--- src/rtl/char_audio_player.sv ---
// char_audio_player: plays the flash audio segment selected by an ASCII digit.
// Each 32-bit flash word holds two samples, bytes [15:8] then [31:24].
// Optional feature: define CHAR_AUDIO_ERRTONE_EN so that an invalid character
// plays segment 10 (the error tone) instead of finishing with no audio.
//
//  state   | meaning
//  IDLE    | waiting for an armed start request
//  LOOKUP  | latched char decoded into segment start / last address
//  REQ     | flash_read held with a stable address until waitrequest is low
//  WAIT_D  | read accepted, waiting for readdatavalid
//  PLAY_LO | word held, next sample_tick emits byte [15:8]
//  PLAY_HI | next sample_tick emits byte [31:24], then next word or finish
//  DONE    | one-cycle done pulse, held back one cycle behind a final sample
module char_audio_player #(
  parameter int unsigned       SEG_WORDS = 32'd4096,
  parameter int unsigned       ADDR_W    = 23,
  parameter logic [ADDR_W-1:0] BASE_ADDR = '0
) (
  input  logic              clk,
  input  logic              reset,
  input  logic              read_addr_start,
  input  logic [7:0]        valid_char,
  input  logic              sample_tick,
  output logic              flash_read,
  output logic [ADDR_W-1:0] flash_address,
  input  logic              flash_waitrequest,
  input  logic [31:0]       flash_readdata,
  input  logic              flash_readdatavalid,
  output logic [7:0]        sample_out,
  output logic              sample_valid,
  output logic              audio_done_flag,
  output logic              busy
);

  typedef enum logic [2:0] {
    S_IDLE,
    S_LOOKUP,
    S_REQ,
    S_WAIT_D,
    S_PLAY_LO,
    S_PLAY_HI,
    S_DONE
  } state_t;

  localparam logic [ADDR_W-1:0] SEG_SPAN = ADDR_W'(SEG_WORDS);
  localparam logic [ADDR_W-1:0] LAST_OFS = ADDR_W'(SEG_WORDS - 32'd1);

  state_t            state;
  state_t            state_nxt;
  logic              armed;
  logic [7:0]        char_q;
  logic [ADDR_W-1:0] last_addr;
  logic [7:0]        byte_lo;
  logic [7:0]        byte_hi;

  logic              char_ok;
  logic              seg_go;
  logic [3:0]        seg_idx;
  logic [ADDR_W-1:0] seg_start;

  logic              accept;
  logic              load_seg;
  logic              latch_word;
  logic              emit_lo;
  logic              emit_hi;
  logic              next_word;

  // Only the two sample bytes of each flash word are ever played.
  logic              unused_rd;
  assign unused_rd = ^{flash_readdata[23:16], flash_readdata[7:0]};

  // Segment decode: for '0'..'9' the low nibble of the ASCII code is the index.
  always_comb begin
    char_ok = (char_q >= 8'h30) && (char_q <= 8'h39);
`ifdef CHAR_AUDIO_ERRTONE_EN
    seg_idx = char_ok ? char_q[3:0] : 4'd10;
    seg_go  = 1'b1;
`else
    seg_idx = char_q[3:0];
    seg_go  = char_ok;
`endif
    seg_start = BASE_ADDR + ADDR_W'(seg_idx) * SEG_SPAN;
  end

  // State register.
  always_ff @(posedge clk) begin
    if (reset) begin
      state <= S_IDLE;
    end else begin
      state <= state_nxt;
    end
  end

  // Next-state logic, control strobes and state-decoded outputs.
  always_comb begin
    state_nxt       = state;
    flash_read      = 1'b0;
    busy            = 1'b1;
    audio_done_flag = 1'b0;
    accept          = 1'b0;
    load_seg        = 1'b0;
    latch_word      = 1'b0;
    emit_lo         = 1'b0;
    emit_hi         = 1'b0;
    next_word       = 1'b0;
    unique case (state)
      S_IDLE: begin
        busy = 1'b0;
        if (read_addr_start && armed) begin
          accept    = 1'b1;
          state_nxt = S_LOOKUP;
        end
      end
      S_LOOKUP: begin
        if (seg_go) begin
          load_seg  = 1'b1;
          state_nxt = S_REQ;
        end else begin
          state_nxt = S_DONE;
        end
      end
      S_REQ: begin
        flash_read = 1'b1;
        if (!flash_waitrequest) begin
          state_nxt = S_WAIT_D;
        end
      end
      S_WAIT_D: begin
        if (flash_readdatavalid) begin
          latch_word = 1'b1;
          state_nxt  = S_PLAY_LO;
        end
      end
      S_PLAY_LO: begin
        if (sample_tick) begin
          emit_lo   = 1'b1;
          state_nxt = S_PLAY_HI;
        end
      end
      S_PLAY_HI: begin
        if (sample_tick) begin
          emit_hi = 1'b1;
          if (flash_address == last_addr) begin
            state_nxt = S_DONE;
          end else begin
            next_word = 1'b1;
            state_nxt = S_REQ;
          end
        end
      end
      S_DONE: begin
        // Arriving from PLAY_HI the final sample_valid is showing this cycle;
        // wait one cycle so the done pulse trails it. From LOOKUP no sample
        // is pending and the pulse goes out immediately.
        if (!sample_valid) begin
          audio_done_flag = 1'b1;
          state_nxt       = S_IDLE;
        end
      end
      default: state_nxt = S_IDLE;
    endcase
  end

  // Datapath: arming, char latch, address walk, word latch and sample output.
  always_ff @(posedge clk) begin
    if (reset) begin
      armed         <= 1'b1;
      char_q        <= 8'h00;
      flash_address <= BASE_ADDR;
      last_addr     <= BASE_ADDR;
      byte_lo       <= 8'h00;
      byte_hi       <= 8'h00;
      sample_out    <= 8'h00;
      sample_valid  <= 1'b0;
    end else begin
      sample_valid <= 1'b0;
      if (!read_addr_start) begin
        armed <= 1'b1;
      end else if (accept) begin
        armed <= 1'b0;
      end
      if (accept) begin
        char_q <= valid_char;
      end
      if (load_seg) begin
        flash_address <= seg_start;
        last_addr     <= seg_start + LAST_OFS;
      end else if (next_word) begin
        flash_address <= flash_address + ADDR_W'(1);
      end
      if (latch_word) begin
        byte_lo <= flash_readdata[15:8];
        byte_hi <= flash_readdata[31:24];
      end
      if (emit_lo) begin
        sample_out   <= byte_lo;
        sample_valid <= 1'b1;
      end else if (emit_hi) begin
        sample_out   <= byte_hi;
        sample_valid <= 1'b1;
      end
    end
  end

endmodule

--- config.mk ---
export PLATFORM = sky130hd
export DESIGN_NAME = char_audio_player
export DESIGN_NICKNAME = d
export VERILOG_FILES = /design/src/rtl/char_audio_player.sv
export SDC_FILE = /design/constraint.sdc
export NUM_CORES = 1
export LEC_CHECK = 0
export ABC_CLOCK_PERIOD_IN_PS = 2300
export CORE_MARGIN = 8
export CORE_UTILIZATION = 62
export CTS_CLUSTER_SIZE = 40
export DETAILED_ROUTE_END_ITERATION = 10
export DONT_BUFFER_PORTS = 1
export PLACE_DENSITY = 0.88
export SLEW_MARGIN = 40
export SYNTH_ARGS = -nofsm -noshare
export SYNTH_HDL_FRONTEND = slang
export SYNTH_SLANG_ARGS = --single-unit
--- constraint.sdc ---
create_clock -name clk -period 2.3 [get_ports clk]
set_input_delay 0.46 -clock clk [delete_from_list [all_inputs] [get_ports clk]]
set_output_delay 0.46 -clock clk [all_outputs]
set_load 0.02 [all_outputs]
==> flow_summary.json, run 1 <==
{
  "swShare_pct": 37.0,
  "routed_wl_microns": 7540,
  "grtUsageMet1_pct": 22.9,
  "min_period_ns": 2.06,
  "cts_buffers": 9,
  "n_antenna_cell": 0,
  "area_growth_pct": 13.6,
  "slew_violations": 0,
  "syn_nets": 411,
  "ys_async_sr_fraction_pct": 0,
  "final-setup-viol-count": 0,
  "boundaryPins": 81,
  "min_to": "byte_hi[6]",
  "power.switching_mw": 1.17,
  "startpoint_type": "register",
  "ys_warn_count": 0,
  "synth_commonest_cells": "dfxtp_1, nand2_1, a21oi_1, nor2_1, mux2i_1",
  "max_freq_mhz": 486,
  "busiest_layer": "met2",
  "reg2reg_depth": 6,
  "ys.flop_type": "dfxtp_1",
  "crit_path_end_kind": "register",
  "setup_tns_ns": 0,
  "netlist-cell-type-count": 52,
  "io_buffers": 0,
  "cts_setup_buffers": 0,
  "reg2reg_to": "flash_address[3]",
  "cp_cell_sequence": "and4_1 > and3_1 > o2111a_2 > buf_4 > or4_1 > a21oi_1",
  "worst_slack_ns": 0.241,
  "power_density_mw_per_mm2": 924,
  "p_total_mw": 3.17,
  "ys_seq_area_share_pct": 43.0,
  "holdWs_ns": 0.169,
  "drtIter0Drc": 163,
  "comb_power_share_pct": 28.7,
  "nets": 433,
  "hpwl_microns": 5410,
  "rsz0062_at_grt": "no",
  "multi_input_area_sq_mm": 0.00159,
  "ctsResizeCount": 0,
  "place_congestion": 0.816,
  "num_rows": 25,
  "antenna_found_initial": 0,
  "holdPathStages": 1,
  "grt_pass1_wl_microns": 12500,
  "cts_root_buffer": "clkbuf_8",
  "crit_type": "reg -> reg",
  "yosys.area.top_type": "dfxtp_1",
  "placed_cells": 442,
  "status": "completed",
  "synth_cells": 364,
  "use_met2_pct": 33.7,
  "final_cells": 458,
  "drive_gt1_share_pct": 15.1,
  "slew_headroom_pct": 62.0,
  "viasPerCell": 5.92,
  "grt.total_usage_pct": 20.8,
  "die_area_sq_mm": 0.00737,
  "die_h_microns": 85.9,
  "max-cap-violations": 0,
  "first_pass_iters": 4,
  "p_leak_nw": 1.28,
  "r2r_start": "flash_address[11]",
  "cp_max_fo": 11,
  "synth_seq_cells": 65,
  "synthMostInstantiatedCell": "dfxtp_1",
  "synth_area_sq_mm": 0.00303,
  "crit_required_ns": 2.58,
  "hold_path.startpoint": "reset",
  "cts_sinks": 65,
  "pre_cts_ws_ns": 0.284,
  "crit_slowest_cell": "or4_1",
  "seqPwrFrac_pct": 43.2,
  "cp_slowest_stage_delay_ns": 0.49,
  "syn_area_per_cell_sq_um": 8.31,
  "drc": 0,
  "use_met3_pct": 9.46,
  "hold_class": "in -> reg",
  "fillerInstances": 373,
  "synth.area.top_cells": "dfxtp_1, nand2_1, mux2i_1",
  "htreeDepth": 3,
  "final_core_util_pct": 72.8,
  "core-area_sq_mm": 0.00472,
  "cts_buffer_depth": 2,
  "hold_viol_final": 0,
  "ff_latch_area_sq_mm": 0.00130,
  "wl_per_cell_microns": 16.5,
  "grt_pass1_vias": 2707,
  "pwr-share-clk_pct": 28.1,
  "die_w_microns": 85.9,
  "vdd_drop_max_v": 0.000639,
  "postRouteAntennaNets": 0,
  "synth_edf_count": 0,
  "reg2reg_slack_ns": 0.24,
  "skew_ns": 0.00744,
  "clkTransAtPathRegs_ns": 0.08,
  "finalInstanceArea_sq_mm": 0.00344,
  "insertion_delay_ns": 0.35,
  "vias": 2711,
  "place_area_sq_mm": 0.00326,
  "cts_tree": "done",
  "worst_pin_slew_ns": 0.569,
  "p_int_mw": 2.00,
  "grt_max_degree": 46,
  "postCtsHoldBufs": 0,
  "finalCritPeriodShare_pct": 89.5,
  "yosys.area.top_type_share_pct": 43.0,
  "grt-ovfl-total": 0,
  "initial_utilization_pct": 64.1,
  "cp.arrival_ns": 2.34
}
metal layers:
layer / vias up / part of all wire (%)
met2: 92 / 48
li1: 1353 / -
met1: 1253 / 40
met4: 0 / 1.3
met5: - / 0
met3: 13 / 10
how the worst max path moves through the flow:
stage	start	endpoint	slack [ns]
final	flash_address[11]	flash_address[3]	0.24
after global routing	flash_address[11]	flash_address[6]	0.13
after CTS	flash_address[11]	flash_address[3]	0.25
after detailed placement	flash_address[17]	flash_address[14]	0.28
after global placement	flash_address[10]	flash_address[5]	0.32
after floorplan	flash_address[10]	flash_address[15]	0.35
area by class of cell:
| type | instances | area share, % |
|---|---|---|
| inverter | 8 | 0.874 |
| clock inverter | 7 | 1.64 |
| tap | 67 | 2.44 |
| sequential | 65 | 37.9 |
| multi-input combinational | 268 | 46.2 |
| clock buffer | 9 | 3.60 |
| timing repair buffer | 34 | 7.43 |
power by group through the flow:
stage	Combinational (mW)	Clock (mW)	Sequential, mW
6_report	0.911	0.892	1.37
2_1_floorplan	0.727	0	1.37
5_1_grt	0.998	0.942	1.39
3_3_place_gp	0.874	0	1.39
3_5_place_dp	0.905	0	1.40
4_1_cts	0.910	0.896	1.37
registers in the layout (all words and copies together), names as in the netlist:
register	flops
armed	1
char_q	8
sample_out	8
last_addr	5
byte_lo	8
state	3
byte_hi	8
flash_address	23
sample_valid	1
cells in the final DEF, fill, tap and decap left out, types with 3 or more instances in the layout:
master / instances
nand3_1: 15
o21ai_0: 4
clkbuf_8: 9
buf_4: 34
a21oi_1: 35
xnor2_1: 4
or3_1: 5
xor2_1: 4
clkinv_4: 4
a211oi_1: 12
or4_1: 8
nor3_1: 6
and3_1: 8
mux2i_1: 19
nand4_1: 6
nand2b_1: 3
and4_1: 3
nor2_1: 30
dfxtp_1: 65
o21ai_1: 5
nor4_1: 4
o31ai_1: 5
inv_1: 8
nand2_1: 60
worst max-delay path: cells and delay by family, from the launching register on:
family,cells,cell delay (ns)
DFF,1,0.35
buffers and inverters,1,0.18
and+or+nand+nor,3,1.00
AOI/OAI and AO/OA,2,0.45
cell families after synthesis:
kind of cell | after synthesis | synth area share, %
adders and majority gates | 1 | 0.413
muxes | 19 | 6.28
xor gates and xnor gates | 8 | 2.31
DFF | 65 | 43.0
buffers and inverters | 31 | 4.59
AOI/OAI and AO/OA | 80 | 17.2
and+or+nand+nor | 160 | 26.3
(Power assumes the default switching activity.)
==> run 2, diff against run 1 <==
--- a/config.mk
+++ b/config.mk
@@ -8,9 +8,12 @@
 export ABC_CLOCK_PERIOD_IN_PS = 2300
 export CORE_MARGIN = 8
 export CORE_UTILIZATION = 62
+export CTS_BUF_LIST = sky130_fd_sc_hd__clkbuf_16
+export CTS_CLUSTER_DIAMETER = 80
 export CTS_CLUSTER_SIZE = 40
 export DETAILED_ROUTE_END_ITERATION = 10
 export DONT_BUFFER_PORTS = 1
+export GPL_TIMING_DRIVEN = 0
 export PLACE_DENSITY = 0.88
 export SLEW_MARGIN = 40
 export SYNTH_ARGS = -nofsm -noshare
==> flow_summary.json, run 2 (synthesized netlist as in run 1, its figures left out) <==
{
  "place_congestion": 0.845,
  "layout_common_cells": "dfxtp_1, nand2_1, a21oi_1",
  "crit_path_end_kind": "register",
  "r2r_start": "flash_address[16]",
  "nets": 422,
  "power_density_mw_per_mm2": 1040,
  "clkTransAtPathRegs_ns": 0.06,
  "die_area_sq_mm": 0.00737,
  "cts_root_buffer": "clkbuf_16",
  "cts_buffers": 9,
  "multi_input_area_sq_mm": 0.00161,
  "viasPerCell": 6.22,
  "comb_power_share_pct": 25.7,
  "hold_path.startpoint": "read_addr_start",
  "grt.total_usage_pct": 21.3,
  "reg2reg_depth": 7,
  "hold_class": "in -> reg",
  "die_h_microns": 85.9,
  "postRouteAntennaNets": 0,
  "finalInstanceArea_sq_mm": 0.00341,
  "first_pass_iters": 5,
  "grt_max_degree": 14,
  "drc": 0,
  "boundaryPins": 81,
  "startpoint_type": "register",
  "num_rows": 25,
  "io_buffers": 0,
  "cp.arrival_ns": 2.45,
  "cts_sinks": 65,
  "status": "completed",
  "core-area_sq_mm": 0.00472,
  "drtIter0Drc": 192,
  "hold_viol_final": 0,
  "routed_wl_microns": 7730,
  "swShare_pct": 35.0,
  "cts_tree": "done",
  "insertion_delay_ns": 0.33,
  "pwr-share-clk_pct": 35.6,
  "regMostFlops": "flash_address",
  "min_period_ns": 2.19,
  "antenna_found_initial": 0,
  "max_freq_mhz": 456,
  "p_leak_nw": 1.21,
  "reg2reg_slack_ns": 0.11,
  "die_w_microns": 85.9,
  "fillerInstances": 338,
  "grt_pass1_vias": 2654,
  "min_to": "armed",
  "grt-ovfl-total": 0,
  "p_int_mw": 2.32,
  "vias": 2781,
  "grt_pass1_wl_microns": 12600,
  "skew_ns": 0.00715,
  "crit_required_ns": 2.56,
  "cp_max_fo": 10,
  "reg2reg_to": "state[2]",
  "area_growth_pct": 12.8,
  "largest_reg_flops": 23,
  "slew_headroom_pct": 47.6,
  "max-cap-violations": 0,
  "ff_latch_area_sq_mm": 0.00131,
  "finalCritPeriodShare_pct": 95.4,
  "place_area_sq_mm": 0.00311,
  "p_total_mw": 3.56,
  "worst_pin_slew_ns": 0.775,
  "n_antenna_cell": 0,
  "crit_type": "reg -> reg",
  "seqPwrFrac_pct": 38.8,
  "postCtsHoldBufs": 0,
  "cts_buffer_depth": 2,
  "wl_per_cell_microns": 17.3,
  "power.switching_mw": 1.24,
  "slew_violations": 0,
  "final-setup-viol-count": 0,
  "hpwl_microns": 5380,
  "htreeDepth": 3,
  "vdd_drop_max_v": 0.000651,
  "holdPathStages": 1,
  "layout_commonest_cell": "dfxtp_1",
  "initial_utilization_pct": 64.1,
  "drive_gt1_share_pct": 9.74
}
## run 2: cell count changes in the layout (fill, tap and decap cells not counted), sizes merged
cell / change
clkinv: -3
clkbuf: +15
buf: -26
clkinvlp: +2
inv: +1
## run 2: worst max-delay path by stage
stage	from	to	slack, ns	depth (start not counted)
2_1_floorplan	flash_address[10]	flash_address[15]	0.35	5
3_3_place_gp	flash_address[16]	flash_address[12]	0.08	5
3_5_place_dp	flash_address[16]	flash_address[12]	0.05	5
4_1_cts	flash_address[16]	flash_address[12]	0.05	5
5_1_grt	flash_address[11]	flash_address[15]	-0.0004	4
6_report	flash_address[16]	state[2]	0.11	7
## run 2: final cells by class
type	count	share of cell area [%]
Buffer	23	3.19
Tap cell	67	2.46
Clock inverter	7	1.58
Multi-Input combinational cell	268	47.1
Inverter	8	0.879
Sequential cell	65	38.3
Clock buffer	9	6.60
## run 2: power groups by stage
stage	Combinational (mW)	Sequential, mW	Clock [mW]
after CTS	0.901	1.38	1.27
final	0.913	1.38	1.27
after global placement	0.880	1.40	0
after detailed placement	0.896	1.41	0
after floorplan	0.727	1.37	0
after global routing	0.999	1.40	1.31
## run 2: repair_timing
| action | CTS | global route |
|---|---|---|
| hold endpoints to repair | 0 | 0 |
| resized for setup | 0 | 7 |
| buffers inserted | 0 | 0 |
| endpoints found under the setup margin | 0 | 8 |
## run 2: critical path, stage by stage (launching register included)
cell and delay, ns:
dfxtp_1 0.40, or4_1 0.61, nor4_4 0.26, o2111a_2 0.33
buf_6 0.16, buf_6 0.15, o211ai_1 0.08, a31oi_1 0.14
## run 2: per-layer routing
| metal | share of wire, % | up-vias | GRT usage, % |
|---|---|---|---|
| met5 | 0 | - | 0 |
| met4 | 2.1 | 0 | 10.0 |
| met3 | 10 | 17 | 8.79 |
| met2 | 48 | 130 | 34.5 |
| met1 | 40 | 1300 | 23.6 |
| li1 | - | 1334 | - |
## run 2: per-stage QoR
step                worst slack, ns  util (%)  hold slack (ns)  instances  setup TNS (ns)
floorplan                     0.354         -            0.436        364               0
global placement             0.0787      65.9            0.442        431               0
detailed placement           0.0516      65.9            0.448        431               0
CTS                          0.0489      71.8            0.203        447               0
global route              -0.000410      72.3            0.203        447       -0.000422
finish                        0.106      72.3            0.204        447               0
